==> config.mk <==
export PLATFORM = sky130hd
export DESIGN_NAME = mem_arbiter_flat
export DESIGN_NICKNAME = d
export VERILOG_FILES = /design/src/rtl/mips_pkg.sv /design/src/rtl/mem_arbiter_if.sv /design/src/rtl/mem_arbiter.sv /design/src/flat_wrapper.sv
export SDC_FILE = /design/constraint.sdc
export NUM_CORES = 1
export LEC_CHECK = 0
export CORE_MARGIN = 8
export CORE_UTILIZATION = 45
export DETAILED_ROUTE_END_ITERATION = 6
export PLACE_DENSITY_LB_ADDON = 0.05
export SLEW_MARGIN = 20
export SYNTH_ARGS = -nofsm -noshare
export SYNTH_HDL_FRONTEND = slang
export SYNTH_SLANG_ARGS = --single-unit
export TNS_END_PERCENT = 100
==> constraint.sdc <==
create_clock -name clk -period 3.5 [get_ports clk]
set_input_delay 0.7 -clock clk [delete_from_list [all_inputs] [get_ports clk]]
set_output_delay 0.7 -clock clk [all_outputs]
set_load 0.01 [all_outputs]
==> src/rtl/mips_pkg.sv <==
// Shared types for the instruction/data memory arbiter: FSM state, port owner,
// big-endian 4-byte word and default timing constants.
package mips_pkg;

    typedef enum logic [1:0] {
        IDLE,
        BUSY,
        RESP
    } arb_state_t;

    typedef enum logic {
        OWN_I,
        OWN_D
    } owner_t;

    // Byte 0 is the most significant byte, so a byte4_t maps straight onto a
    // big-endian 32-bit word.
    typedef logic [0:3][7:0] byte4_t;

    localparam int MEM_LATENCY_DEF = 4;
    localparam int IWAIT_MAX_DEF   = 2;

    function automatic logic [1:0] sat_inc2(input logic [1:0] v);
        return (v == 2'b11) ? v : v + 2'd1;
    endfunction

endpackage

==> src/rtl/mem_arbiter_if.sv <==
// Requester and shared-memory signals of the arbiter; slave is the arbiter side,
// master is the side of the fetch unit, the data cache and the memory.
interface mem_arbiter_if;
    import mips_pkg::*;

    logic          i_req;
    logic [31:0]   i_addr;
    logic [31:0]   i_rdata;
    logic          i_ready;

    logic          d_req;
    logic          d_we;
    logic [31:0]   d_addr;
    byte4_t        d_wdata;
    byte4_t        d_rdata;
    logic          d_ready;

    logic [31:0]   m_addr;
    byte4_t        m_wdata;
    logic          m_we;
    byte4_t        m_rdata;

    modport slave (
        input  i_req, i_addr, d_req, d_we, d_addr, d_wdata, m_rdata,
        output i_rdata, i_ready, d_rdata, d_ready, m_addr, m_wdata, m_we
    );

    modport master (
        output i_req, i_addr, d_req, d_we, d_addr, d_wdata, m_rdata,
        input  i_rdata, i_ready, d_rdata, d_ready, m_addr, m_wdata, m_we
    );

endinterface

==> src/rtl/mem_arbiter.sv <==
// Two-port arbiter sharing one fixed-latency memory between instruction fetch and
// the data cache; data has priority, bounded by an instruction starvation counter.
//
// state | meaning
// IDLE  | no transaction; grant on the first edge a request is present
// BUSY  | memory access in flight, address/data/we held for MEM_LATENCY cycles
// RESP  | one-cycle ready pulse to the owner, m_we low
module mem_arbiter
    import mips_pkg::*;
#(
    parameter int MEM_LATENCY = MEM_LATENCY_DEF,
    parameter int IWAIT_MAX   = IWAIT_MAX_DEF
) (
    input  logic          clk,
    input  logic          rst_b,
    mem_arbiter_if.slave  bus
);

    localparam logic [3:0] LAT_LOAD  = 4'(MEM_LATENCY - 1);
    localparam logic [1:0] IWAIT_LIM = 2'(IWAIT_MAX);

    arb_state_t  state_q,   state_d;
    owner_t      owner_q,   owner_d;
    logic [3:0]  lat_cnt_q, lat_cnt_d;
    logic [1:0]  iwait_q,   iwait_d;
    logic [31:0] m_addr_q,  m_addr_d;
    byte4_t      m_wdata_q, m_wdata_d;
    logic        m_we_q,    m_we_d;
    logic        i_ready_q, i_ready_d;
    logic        d_ready_q, d_ready_d;
    logic [31:0] i_rdata_q, i_rdata_d;
    byte4_t      d_rdata_q, d_rdata_d;

    always_comb begin
        state_d   = state_q;
        owner_d   = owner_q;
        lat_cnt_d = lat_cnt_q;
        iwait_d   = iwait_q;
        m_addr_d  = m_addr_q;
        m_wdata_d = m_wdata_q;
        m_we_d    = m_we_q;
        i_ready_d = 1'b0;
        d_ready_d = 1'b0;
        i_rdata_d = i_rdata_q;
        d_rdata_d = d_rdata_q;

        case (state_q)
            IDLE: begin
                m_we_d = 1'b0;
                // Data wins unless the instruction port has already lost IWAIT_MAX times in a row.
                if (bus.d_req && (!bus.i_req || (iwait_q < IWAIT_LIM))) begin
                    owner_d   = OWN_D;
                    m_addr_d  = bus.d_addr;
                    m_wdata_d = bus.d_wdata;
                    m_we_d    = bus.d_we;
                    lat_cnt_d = LAT_LOAD;
                    state_d   = BUSY;
                    if (bus.i_req) begin
                        iwait_d = sat_inc2(iwait_q);
                    end
                end else if (bus.i_req) begin
                    owner_d   = OWN_I;
                    m_addr_d  = bus.i_addr;
                    m_wdata_d = '0;
                    m_we_d    = 1'b0;
                    lat_cnt_d = LAT_LOAD;
                    iwait_d   = 2'd0;
                    state_d   = BUSY;
                end
            end

            BUSY: begin
                if (lat_cnt_q == 4'd0) begin
                    if (owner_q == OWN_I) begin
                        i_rdata_d = bus.m_rdata;
                        i_ready_d = 1'b1;
                    end else begin
                        if (!m_we_q) begin
                            d_rdata_d = bus.m_rdata;
                        end
                        d_ready_d = 1'b1;
                    end
                    m_we_d  = 1'b0;
                    state_d = RESP;
                end else begin
                    lat_cnt_d = lat_cnt_q - 4'd1;
                end
            end

            RESP: begin
                m_we_d  = 1'b0;
                state_d = IDLE;
            end

            default: begin
                m_we_d  = 1'b0;
                state_d = IDLE;
            end
        endcase
    end

    always_ff @(posedge clk or negedge rst_b) begin
        if (!rst_b) begin
            state_q   <= IDLE;
            owner_q   <= OWN_I;
            lat_cnt_q <= 4'd0;
            iwait_q   <= 2'd0;
            m_addr_q  <= '0;
            m_wdata_q <= '0;
            m_we_q    <= 1'b0;
            i_ready_q <= 1'b0;
            d_ready_q <= 1'b0;
            i_rdata_q <= '0;
            d_rdata_q <= '0;
        end else begin
            state_q   <= state_d;
            owner_q   <= owner_d;
            lat_cnt_q <= lat_cnt_d;
            iwait_q   <= iwait_d;
            m_addr_q  <= m_addr_d;
            m_wdata_q <= m_wdata_d;
            m_we_q    <= m_we_d;
            i_ready_q <= i_ready_d;
            d_ready_q <= d_ready_d;
            i_rdata_q <= i_rdata_d;
            d_rdata_q <= d_rdata_d;
        end
    end

    assign bus.m_addr  = m_addr_q;
    assign bus.m_wdata = m_wdata_q;
    assign bus.m_we    = m_we_q;
    assign bus.i_ready = i_ready_q;
    assign bus.d_ready = d_ready_q;
    assign bus.i_rdata = i_rdata_q;
    assign bus.d_rdata = d_rdata_q;

endmodule

==> src/flat_wrapper.sv <==
// flat-port wrapper written by rule: the top's interface ports become plain ports
module mem_arbiter_flat import mips_pkg::*;
#(
    parameter int MEM_LATENCY = MEM_LATENCY_DEF,
    parameter int IWAIT_MAX   = IWAIT_MAX_DEF
)
  (clk, rst_b, bus_i_req, bus_i_addr, bus_d_req, bus_d_we, bus_d_addr, bus_d_wdata, bus_m_rdata, bus_i_rdata, bus_i_ready, bus_d_rdata, bus_d_ready, bus_m_addr, bus_m_wdata, bus_m_we);
  mem_arbiter_if bus_i ();
  input  logic clk;
  input  logic rst_b;
  input wire logic [$bits(bus_i.i_req)-1:0] bus_i_req;
  input wire logic [$bits(bus_i.i_addr)-1:0] bus_i_addr;
  input wire logic [$bits(bus_i.d_req)-1:0] bus_d_req;
  input wire logic [$bits(bus_i.d_we)-1:0] bus_d_we;
  input wire logic [$bits(bus_i.d_addr)-1:0] bus_d_addr;
  input wire logic [$bits(bus_i.d_wdata)-1:0] bus_d_wdata;
  input wire logic [$bits(bus_i.m_rdata)-1:0] bus_m_rdata;
  output wire logic [$bits(bus_i.i_rdata)-1:0] bus_i_rdata;
  output wire logic [$bits(bus_i.i_ready)-1:0] bus_i_ready;
  output wire logic [$bits(bus_i.d_rdata)-1:0] bus_d_rdata;
  output wire logic [$bits(bus_i.d_ready)-1:0] bus_d_ready;
  output wire logic [$bits(bus_i.m_addr)-1:0] bus_m_addr;
  output wire logic [$bits(bus_i.m_wdata)-1:0] bus_m_wdata;
  output wire logic [$bits(bus_i.m_we)-1:0] bus_m_we;
  assign bus_i.i_req = bus_i_req;
  assign bus_i.i_addr = bus_i_addr;
  assign bus_i.d_req = bus_d_req;
  assign bus_i.d_we = bus_d_we;
  assign bus_i.d_addr = bus_d_addr;
  assign bus_i.d_wdata = bus_d_wdata;
  assign bus_i.m_rdata = bus_m_rdata;
  assign bus_i_rdata = bus_i.i_rdata;
  assign bus_i_ready = bus_i.i_ready;
  assign bus_d_rdata = bus_i.d_rdata;
  assign bus_d_ready = bus_i.d_ready;
  assign bus_m_addr = bus_i.m_addr;
  assign bus_m_wdata = bus_i.m_wdata;
  assign bus_m_we = bus_i.m_we;
  mem_arbiter #(.MEM_LATENCY(MEM_LATENCY), .IWAIT_MAX(IWAIT_MAX)) u_core (.clk(clk), .rst_b(rst_b), .bus(bus_i));
endmodule
=== After elaboration in Yosys (flattened, before gate mapping) ===
Index checks and enable logic that the tools add are counted.

* Input bits: 133
* Flip-flop bits (word level): 140
* Output and inout port bits: 131
* Logic and storage cells: 68

* Bitwise logic cells: 2
* Add/sub/neg operators: 2
* Reductions and logical operators: 13
* Equality and inequality tests: 6
* Multiplexer cells: 27
* Order comparisons: 1

{| class="wikitable"
|+ Operators by type and width
! operator !! count
|-
| 2-to-1 mux 32 bit || 4
|-
| 2-to-1 mux 2 bit || 7
|-
| 2-to-1 mux 4 bit || 3
|-
| 2-to-1 mux 1 bit || 10
|-
| AND reduction 3 bit || 3
|-
| one-hot mux 4 bit (2 select lines) || 1
|-
| logical NOT 4 bit || 1
|-
| inequality test 2 bit, second input constant || 2
|-
| one-hot mux 2 bit (2 select lines) || 1
|-
| AND reduction 2 bit || 2
|-
| AND reduction 4 bit || 1
|-
| nonzero test 2 bit || 2
|-
| subtractor 4 x 1 -> 4 bit, second input constant || 1
|-
| inequality test 3 x 2 -> 1 bit, second input constant || 1
|-
| adder 2 x 1 -> 2 bit, second input constant || 1
|-
| == test 2 x 1 -> 1 bit, second input constant || 1
|-
| == test 2 bit, second input constant || 1
|-
| logical NOT 2 bit || 1
|-
| < comparator 2 bit, second input constant || 1
|-
| inequality test 2 x 1 -> 1 bit, second input constant || 1
|-
| inverter 1 bit || 2
|-
| one-hot mux 1 bit (2 select lines) || 1
|-
| logical AND 1 bit || 1
|-
| logical NOT 1 bit || 1
|-
| logical OR 1 bit || 1
|}

=== Longest topological paths before layout ===
Gate-level depths: netlist of the first run.

* Word-level depth: 5
* Depth in mapped cells: 6

=== Least setup slack after synthesis of the first run ===
OpenSTA, ideal clock, no wires.

* Path kind: input-to-reg
* From: in bus_d_req
* To: reg u_core.m_wdata_q, in the netlist u_core.bus.m_wdata[0]
* Data arrival time: 1640 ps
* Stages: 5
* Library setup time: 65 ps
* Setup slack: 1795 ps
* Path buffers: 2
* Data required time: 3435 ps
* Cell sequence: a21bo_2 -> clkbuf_1 -> nor2_1 -> buf_2 -> a22o_1

* Word-level cells in the longest chain between the ends: 3
* Elaborated cells on any way between the ends: 4
* Classes of those cells: 1 x mux; 3 x reduce/logical

{| class="wikitable"
|+ Ends and longest elaborated chain
! item !! RTL line !! RTL
|-
| start, declared || flat_wrapper.sv:13 || <nowiki>input wire logic [$bits(bus_i.d_req)-1:0] bus_d_req;</nowiki>
|-
| logical AND 1 bit (*) || mem_arbiter.sv:51 || <nowiki>if (bus.d_req && (!bus.i_req || (iwait_q < IWAIT_LIM))) begin</nowiki>
|-
| nonzero test 2 bit (no source line) || -- ||
|-
| AND reduction 2 bit (no source line) || -- ||
|-
| end signal, assigned || mem_arbiter.sv:121 || <nowiki>m_wdata_q <= m_wdata_d;</nowiki>
|-
| end, declared || mem_arbiter.sv:27 || <nowiki>byte4_t m_wdata_q, m_wdata_d;</nowiki>
|}

Every way passes the cells marked *; elsewhere a longest branch is shown, timed or not.
A chain may end at the register's enable or synchronous reset.

=== Worst setup path in the final report of the first run ===
* From: in bus_i_req
* To: reg u_core.m_addr_q[13] (netlist: u_core.bus.m_addr[13])

* Word-level cells in the longest chain between the ends: 5
* Elaborated cells on any way between the ends: 6
* Classes of those cells: 1 x mux; 5 x reduce/logical

{| class="wikitable"
|+ Ends and longest elaborated chain
! item !! RTL line !! RTL
|-
| start, declared || flat_wrapper.sv:11 || <nowiki>input wire logic [$bits(bus_i.i_req)-1:0] bus_i_req;</nowiki>
|-
| logical NOT 1 bit || mem_arbiter.sv:51 ||
|-
| logical OR 1 bit || mem_arbiter.sv:51 ||
|-
| logical AND 1 bit || mem_arbiter.sv:51 ||
|-
| nonzero test 2 bit (no source line) || -- ||
|-
| AND reduction 2 bit (no source line) || -- ||
|-
| end signal, assigned || mem_arbiter.sv:120 || <nowiki>m_addr_q <= m_addr_d;</nowiki>
|-
| end, declared || mem_arbiter.sv:26 || <nowiki>logic [31:0] m_addr_q, m_addr_d;</nowiki>
|}

Several ways; a longest one is shown, not always the timed one.

==> results of run 1 <==
## flip-flops by register name, summed over array words and instances (netlist names)
name / cells
u_core.bus.d_ready: 1
u_core.bus.m_wdata: 32
u_core.lat_cnt_q: 4
u_core.bus.i_ready: 1
u_core.iwait_q: 2
u_core.bus.i_rdata: 32
u_core.state_q: 2
u_core.bus.d_rdata: 32
u_core.bus.m_addr: 32
u_core.owner_q: 1
u_core.bus.m_we: 1
## where the power goes
part	leakage, nW	switching [mW]	internal, mW	total [mW]
clock	0.282	0.658	1.13	1.79
sequential	1.67	0.491	2.43	2.93
combinational	1.94	1.50	2.27	3.77
## synthesized netlist by cell type
master | n | share of area [%]
o21ai_0 | 3 | 0.26
mux2_1 | 39 | 7.7
mux2_4 | 20 | 5.3
nand4b_2 | 1 | 0.26
inv_1 | 4 | 0.26
nand3_1 | 5 | 0.44
and3_1 | 1 | 0.11
a21boi_1 | 1 | 0.13
dfrtp_1 | 140 | 61
nor3b_2 | 1 | 0.22
a2bb2oi_1 | 32 | 4.9
o211ai_1 | 2 | 0.26
clkbuf_1 | 13 | 0.85
nand3b_1 | 3 | 0.39
nand2b_1 | 2 | 0.22
nor3b_1 | 2 | 0.26
buf_2 | 11 | 0.96
nand2_1 | 34 | 2.2
nor2_1 | 4 | 0.26
or3b_2 | 1 | 0.15
nor4b_1 | 1 | 0.15
nor3_1 | 2 | 0.18
a211oi_1 | 32 | 4.2
a22o_1 | 33 | 5.1
o22ai_1 | 1 | 0.11
or2_1 | 2 | 0.22
ha_1 | 2 | 0.44
a21o_1 | 1 | 0.13
a21oi_1 | 1 | 0.088
nor2b_1 | 2 | 0.22
buf_6 | 6 | 1.2
a31oi_1 | 1 | 0.11
a21bo_2 | 1 | 0.18
mux2_2 | 6 | 1.2
## worst max-delay path by stage
stage                     startpoint                     to  slack (ns)  cells past startpoint
final                      bus_i_req  u_core.bus.m_addr[13]        1.32                      6
after global routing       bus_i_req  u_core.bus.m_addr[11]        1.18                      6
after CTS                  bus_i_req  u_core.bus.m_addr[31]        1.32                      6
after detailed placement   bus_i_req  u_core.bus.m_addr[23]        0.87                      6
after global placement     bus_i_req  u_core.bus.m_addr[12]        0.97                      6
after floorplan            bus_d_req  u_core.bus.m_wdata[0]        1.79                      5
## final cells by class
cell class	count	area, µm²	area share, %
multi-input cells	236	2030	22.3
repair buffers	274	2730	30.0
clock buffers	20	447	4.92
well taps	172	215	2.37
clock inverters	11	145	1.60
flip-flops and latches	140	3500	38.6
inverters	4	15.0	0.165
## cells by family (layout without fill, tap and decap cells)
group / Yosys count / in the layout / share of synthesized area (%)
multiplexers: 65 / 65 / 14.1
buffers and inverters: 34 / 309 / 3.27
adder cells (fa/ha/maj): 2 / 2 / 0.438
AO/OA/AOI/OAI: 108 / 108 / 15.5
flip-flops: 140 / 140 / 61.4
AND/OR/NAND/NOR: 61 / 61 / 5.33
## per-stage QoR
| step | setup WS (ns) | instance area [µm²] | hold WS, ns | utilization, % |
|---|---|---|---|---|
| 3_3_place_gp | 0.967 | 8490 | 0.473 | 67.8 |
| 6_report | 1.32 | 9080 | 0.342 | 72.6 |
| 2_1_floorplan | 1.79 | 5710 | 0.404 | - |
| 4_1_cts | 1.32 | 9080 | 0.359 | 72.6 |
| 5_1_grt | 1.18 | 9080 | 0.394 | 72.6 |
| 3_5_place_dp | 0.873 | 8490 | 0.481 | 67.8 |
## critical path: stages
cell	delay, ns
clkdlybuf4s50_1	0.56
nor2_2	0.07
buf_4	0.20
nor2_2	0.41
buf_4	0.37
a2bb2oi_1	0.19
## layer usage
| layer | vias to the layer above | global-route usage (%) | share of wire (%) |
|---|---|---|---|
| met5 | - | 0 | 0 |
| met4 | 0 | 7.12 | 1.7 |
| met3 | 17 | 8.81 | 9.6 |
| met2 | 190 | 33.3 | 48 |
| met1 | 2163 | 24.2 | 41 |
| li1 | 2049 | - | - |
==> results.sh, run 1 <==
export IMPL_status="finished, final reports clean"
export IMPL_ctsHoldBuffers=0
export IMPL_cts_resized=0
export IMPL_die_height_um=129
export IMPL_area_delta_synth_final_pct=59.1
export IMPL_path_clk_slew_ns=0.06
export IMPL_setup_violations_final=0
export IMPL_ant_nets=0
export IMPL_syn_avg_cell_area_um2=13.9
export IMPL_antenna_found_initial=0
export IMPL_dp_hpwl_mm=12.4
export IMPL_num_vias=4419
export IMPL_fin_tns_setup_ns=0
export IMPL_grt_first_pass_wirelength_mm=26.5
export IMPL_maxSlewHeadroom_pct=49.1
export IMPL_ys_ff_latch=140
export IMPL_reg2reg_to="u_core.bus.m_wdata[27]"
export IMPL_cts_num_sinks=140
export IMPL_htreeDepth=4
export IMPL_grt_max_degree=85
export IMPL_num_fill_cells=918
export IMPL_via_per_inst=5.16
export IMPL_crit_path_start_kind="primary input"
export IMPL_drt_initial_drc_count=202
export IMPL_synth_area_um2=5710
export IMPL_dieArea_um2=16500
export IMPL_cts_buffers=17
export IMPL_cts_tree="yes"
export IMPL_first_pass_iters=4
export IMPL_layout_drive_gt1_share_pct=10.9
export IMPL_netlist_cell_type_count=34
export IMPL_clk_path_buf_depth=2
export IMPL_synth_seq_area_share_pct=61.4
export IMPL_dp_cells=826
export IMPL_power_total_mw=8.49
export IMPL_path_max_fanout=23
export IMPL_die_w_um=129
export IMPL_routedWlPerCell_um=19.5
export IMPL_ys_warn_count=0
export IMPL_drc=0
export IMPL_leakage_nw=3.89
export IMPL_layout_commonest_cell="clkdlybuf4s50_1"
export IMPL_p_per_area_nw_per_um2=934
export IMPL_reg2reg_depth=5
export IMPL_finalClockSkew_ns=0.00730
export IMPL_rr_startpoint="u_core.state_q[1]"
export IMPL_grt_total_usage_pct=20.6
export IMPL_grt_pass1_vias=4998
export IMPL_worstSetupPathType="primary input to flop"
export IMPL_period_share_pct=62.4
export IMPL_max_freq_ghz=0.458
export IMPL_cp_required_ns=3.83
export IMPL_layout_min_cycle_time_ns=2.18
export IMPL_ir_worst_vdd_v=0.000469
export IMPL_fin_cells=857
export IMPL_syn_instance_count=410
export IMPL_syn_num_nets=545
export IMPL_cp_end_kind="flop"
export IMPL_grt_overflow_total=0
export IMPL_post_cts_repair_setup_buffers=0
export IMPL_drt_total_wl_mm=16.7
export IMPL_r2r_slack_ns=1.45
export IMPL_cts_root_buffer="clkbuf_16"
export IMPL_rsz0062_at_grt="no"
export IMPL_antennaDiodeCount=0
export IMPL_hold_class="primary input to async pin"
export IMPL_max_slew_worst_pin_slew_ns=0.763
export IMPL_place_congestion=0.823
export IMPL_maxCapViolations=0
export IMPL_ios=264
export IMPL_start_util_pct=45.6
export IMPL_fin_nets=808
export IMPL_layout_common_cells="262 x clkdlybuf4s50_1, 140 x dfrtp_1, 39 x mux2_1"
export IMPL_finalMaxSlewViolations=0
export IMPL_core_um2=12500
export IMPL_clk_latency_ns=0.40
export IMPL_rows=41
export IMPL_io_buffers=263
export IMPL_hold_viol_final=0
export IMPL_worstPathArrival_ns=2.51
(Power assumes the default switching activity.)
==> run 2: changes to the inputs <==
--- a/config.mk
+++ b/config.mk
@@ -6,7 +6,7 @@
 export NUM_CORES = 1
 export LEC_CHECK = 0
 export CORE_MARGIN = 8
-export CORE_UTILIZATION = 45
+export CORE_UTILIZATION = 37
 export DETAILED_ROUTE_END_ITERATION = 6
 export PLACE_DENSITY_LB_ADDON = 0.05
 export SLEW_MARGIN = 20
==> constraint.sdc (replaced) <==
create_clock -name clk -period 1.89 [get_ports clk]
set_input_delay 0.378 -clock clk [delete_from_list [all_inputs] [get_ports clk]]
set_output_delay 0.378 -clock clk [all_outputs]
set_load 0.01 [all_outputs]
==> run 2 against run 1 <==
  * Power rose by 88%
  * Utilization fell by 11 points
  * Sequential power increased by 83%
  * Clock skew about the same
  * Flip-flop and latch count unchanged
  * Critical endpoint is now bus_m_addr[31]
  * Register-to-register slack got worse by 1.3 ns
  * Highest routed layer unchanged
  * First-iteration DRC count fell by 17%
  * Sequential share of layout area fell by 0.98 points
==> results.sh, run 2 (synthesis gave the netlist of run 1 again) <==
export IMPL_status="finished, final reports clean"
export IMPL_clk_path_buf_depth=2
export IMPL_cts_tree="yes"
export IMPL_hold_viol_final=0
export IMPL_antenna_found_initial=0
export IMPL_fin_tns_setup_ns=0
export IMPL_cts_num_sinks=140
export IMPL_cp_end_kind="output port"
export IMPL_grt_first_pass_wirelength_mm=27.0
export IMPL_worstPathCellList="clkdlybuf4s50_1"
export IMPL_layout_commonest_cell="clkdlybuf4s50_1"
export IMPL_htreeDepth=4
export IMPL_wl_met3_mm=1.72
export IMPL_leakage_nw=4.00
export IMPL_core_um2=15100
export IMPL_num_fill_cells=1199
export IMPL_layout_min_cycle_time_ns=1.76
export IMPL_p_per_area_nw_per_um2=1710
export IMPL_fin_nets=821
export IMPL_dp_hpwl_mm=12.8
export IMPL_cpMaxStageDelayCell="clkdlybuf4s50_1"
export IMPL_drt_total_wl_mm=17.0
export IMPL_area_delta_synth_final_pct=63.3
export IMPL_place_ws_ns=0.0343
export IMPL_ios=264
export IMPL_cts_buffers=17
export IMPL_seqCellArea_um2=3500
export IMPL_top_layer="met4"
export IMPL_grt_total_usage_pct=17.5
export IMPL_path_max_fanout=2
export IMPL_setup_violations_final=0
export IMPL_layout_common_cells="262 x clkdlybuf4s50_1, 140 x dfrtp_1, 39 x mux2_1"
export IMPL_maxCapViolations=0
export IMPL_die_height_um=140
export IMPL_max_freq_ghz=0.570
export IMPL_period_share_pct=92.9
export IMPL_grt_max_degree=44
export IMPL_grt_overflow_total=0
export IMPL_slowest_delay_ns=0.59
export IMPL_route_met2_wl_mm=8.16
export IMPL_via_per_inst=5.02
export IMPL_rows=45
export IMPL_cts_root_buffer="clkbuf_16"
export IMPL_crit_buf_inv=1
export IMPL_cp_top_family="buffers and inverters"
export IMPL_io_buffers=263
export IMPL_max_slew_worst_pin_slew_ns=0.434
export IMPL_worstPathArrival_ns=1.38
export IMPL_maxSlewHeadroom_pct=71.0
export IMPL_clk_latency_ns=0.42
export IMPL_fin_ws_ns=0.134
export IMPL_dieArea_um2=19700
export IMPL_rsz0062_at_grt="no"
export IMPL_num_vias=4439
export IMPL_cp_required_ns=1.51
export IMPL_finalMaxSlewViolations=0
export IMPL_drt_initial_drc_count=168
export IMPL_finalClockSkew_ns=0.00690
export IMPL_die_w_um=140
export IMPL_hold_class="primary input to async pin"
export IMPL_antennaDiodeCount=0
export IMPL_routedWlPerCell_um=19.3
export IMPL_place_congestion=0.761
export IMPL_crit_path_start_kind="flop"
export IMPL_drc=0
export IMPL_first_pass_iters=4
export IMPL_multi_input_area_um2=2030
export IMPL_layout_drive_gt1_share_pct=12.6
export IMPL_ir_worst_vdd_v=0.000733
export IMPL_wl_met1_mm=6.92
export IMPL_grt_pass1_vias=4865
export IMPL_path_clk_slew_ns=0.06
export IMPL_start_util_pct=37.7
export IMPL_ant_nets=0
export IMPL_worstSetupPathType="flop to output port"
[run 2: timing repair]
item,CTS,global route
hold buffers,1,0
gates resized for setup,0,1
endpoints found under the setup margin,0,64
hold endpoints to repair,38,0
buffers inserted,0,0
[run 2: stage by stage]
stage / utilization [%] / area, µm² / hold WS, ns / power (mW) / instances
CTS: 61.5 / 9320 / 0.460 / 16.2 / 884
global placement: 57.5 / 8710 / 0.337 / 12.5 / 854
floorplan: - / 5710 / 0.0824 / 8.54 / 410
finish: 61.5 / 9320 / 0.459 / 15.9 / 884
global route: 61.5 / 9320 / 0.487 / 16.9 / 884
detailed placement: 57.5 / 8710 / 0.336 / 12.7 / 854
[run 2: power by group]
part | internal [mW] | total, mW | leakage [nW] | switching [mW]
combinational | 4.36 | 7.19 | 2.05 | 2.83
sequential | 4.51 | 5.36 | 1.67 | 0.854
clock | 2.13 | 3.37 | 0.288 | 1.24
total | 11.0 | 15.9 | 4.00 | 4.93
[run 2: area by class of cell]
class                      count  area share [%]
clock buffer                  19            4.86
clock inverter                10            1.52
inverter                       4           0.161
multi-input combinational    236            21.8
sequential                   140            37.6
tap                          188            2.52
timing repair buffer         287            31.6
[run 2: layer usage]
metal / up-vias / track usage (%)
met5: - / 0
met4: 0 / 5.71
met3: 24 / 7.92
met2: 179 / 28.1
met1: 2163 / 20.6
li1: 2073 / -
[run 2: worst paths after layout]
path / from / end / cells past startpoint / slack (ns)
max in group asynchronous: rst_b / u_core.bus.d_rdata[5] / 3 / 0.82
hold / removal: rst_b / u_core.bus.d_rdata[26] / 2 / 0.46
setup reg to reg: u_core.lat_cnt_q[0] / u_core.bus.i_rdata[16] / 6 / 0.18
setup / recovery: u_core.bus.m_addr[31] / bus_m_addr[31] / 1 / 0.13
min in group clk: u_core.bus.d_rdata[12] / u_core.bus.d_rdata[12] / 1 / 0.49
hold reg to reg: u_core.bus.d_rdata[12] / u_core.bus.d_rdata[12] / 1 / 0.49
==> run 3: changes to the inputs <==
--- a/config.mk
+++ b/config.mk
@@ -5,11 +5,13 @@
 export SDC_FILE = /design/constraint.sdc
 export NUM_CORES = 1
 export LEC_CHECK = 0
+export ABC_AREA = 0
 export CORE_MARGIN = 8
 export CORE_UTILIZATION = 37
+export CTS_CLUSTER_SIZE = 30
 export DETAILED_ROUTE_END_ITERATION = 6
 export PLACE_DENSITY_LB_ADDON = 0.05
-export SLEW_MARGIN = 20
+export SLEW_MARGIN = 10
 export SYNTH_ARGS = -nofsm -noshare
 export SYNTH_HDL_FRONTEND = slang
 export SYNTH_SLANG_ARGS = --single-unit
==> results of run 3 <==
Same layout as run 2: the final DEF is identical, and so are final timing and power.
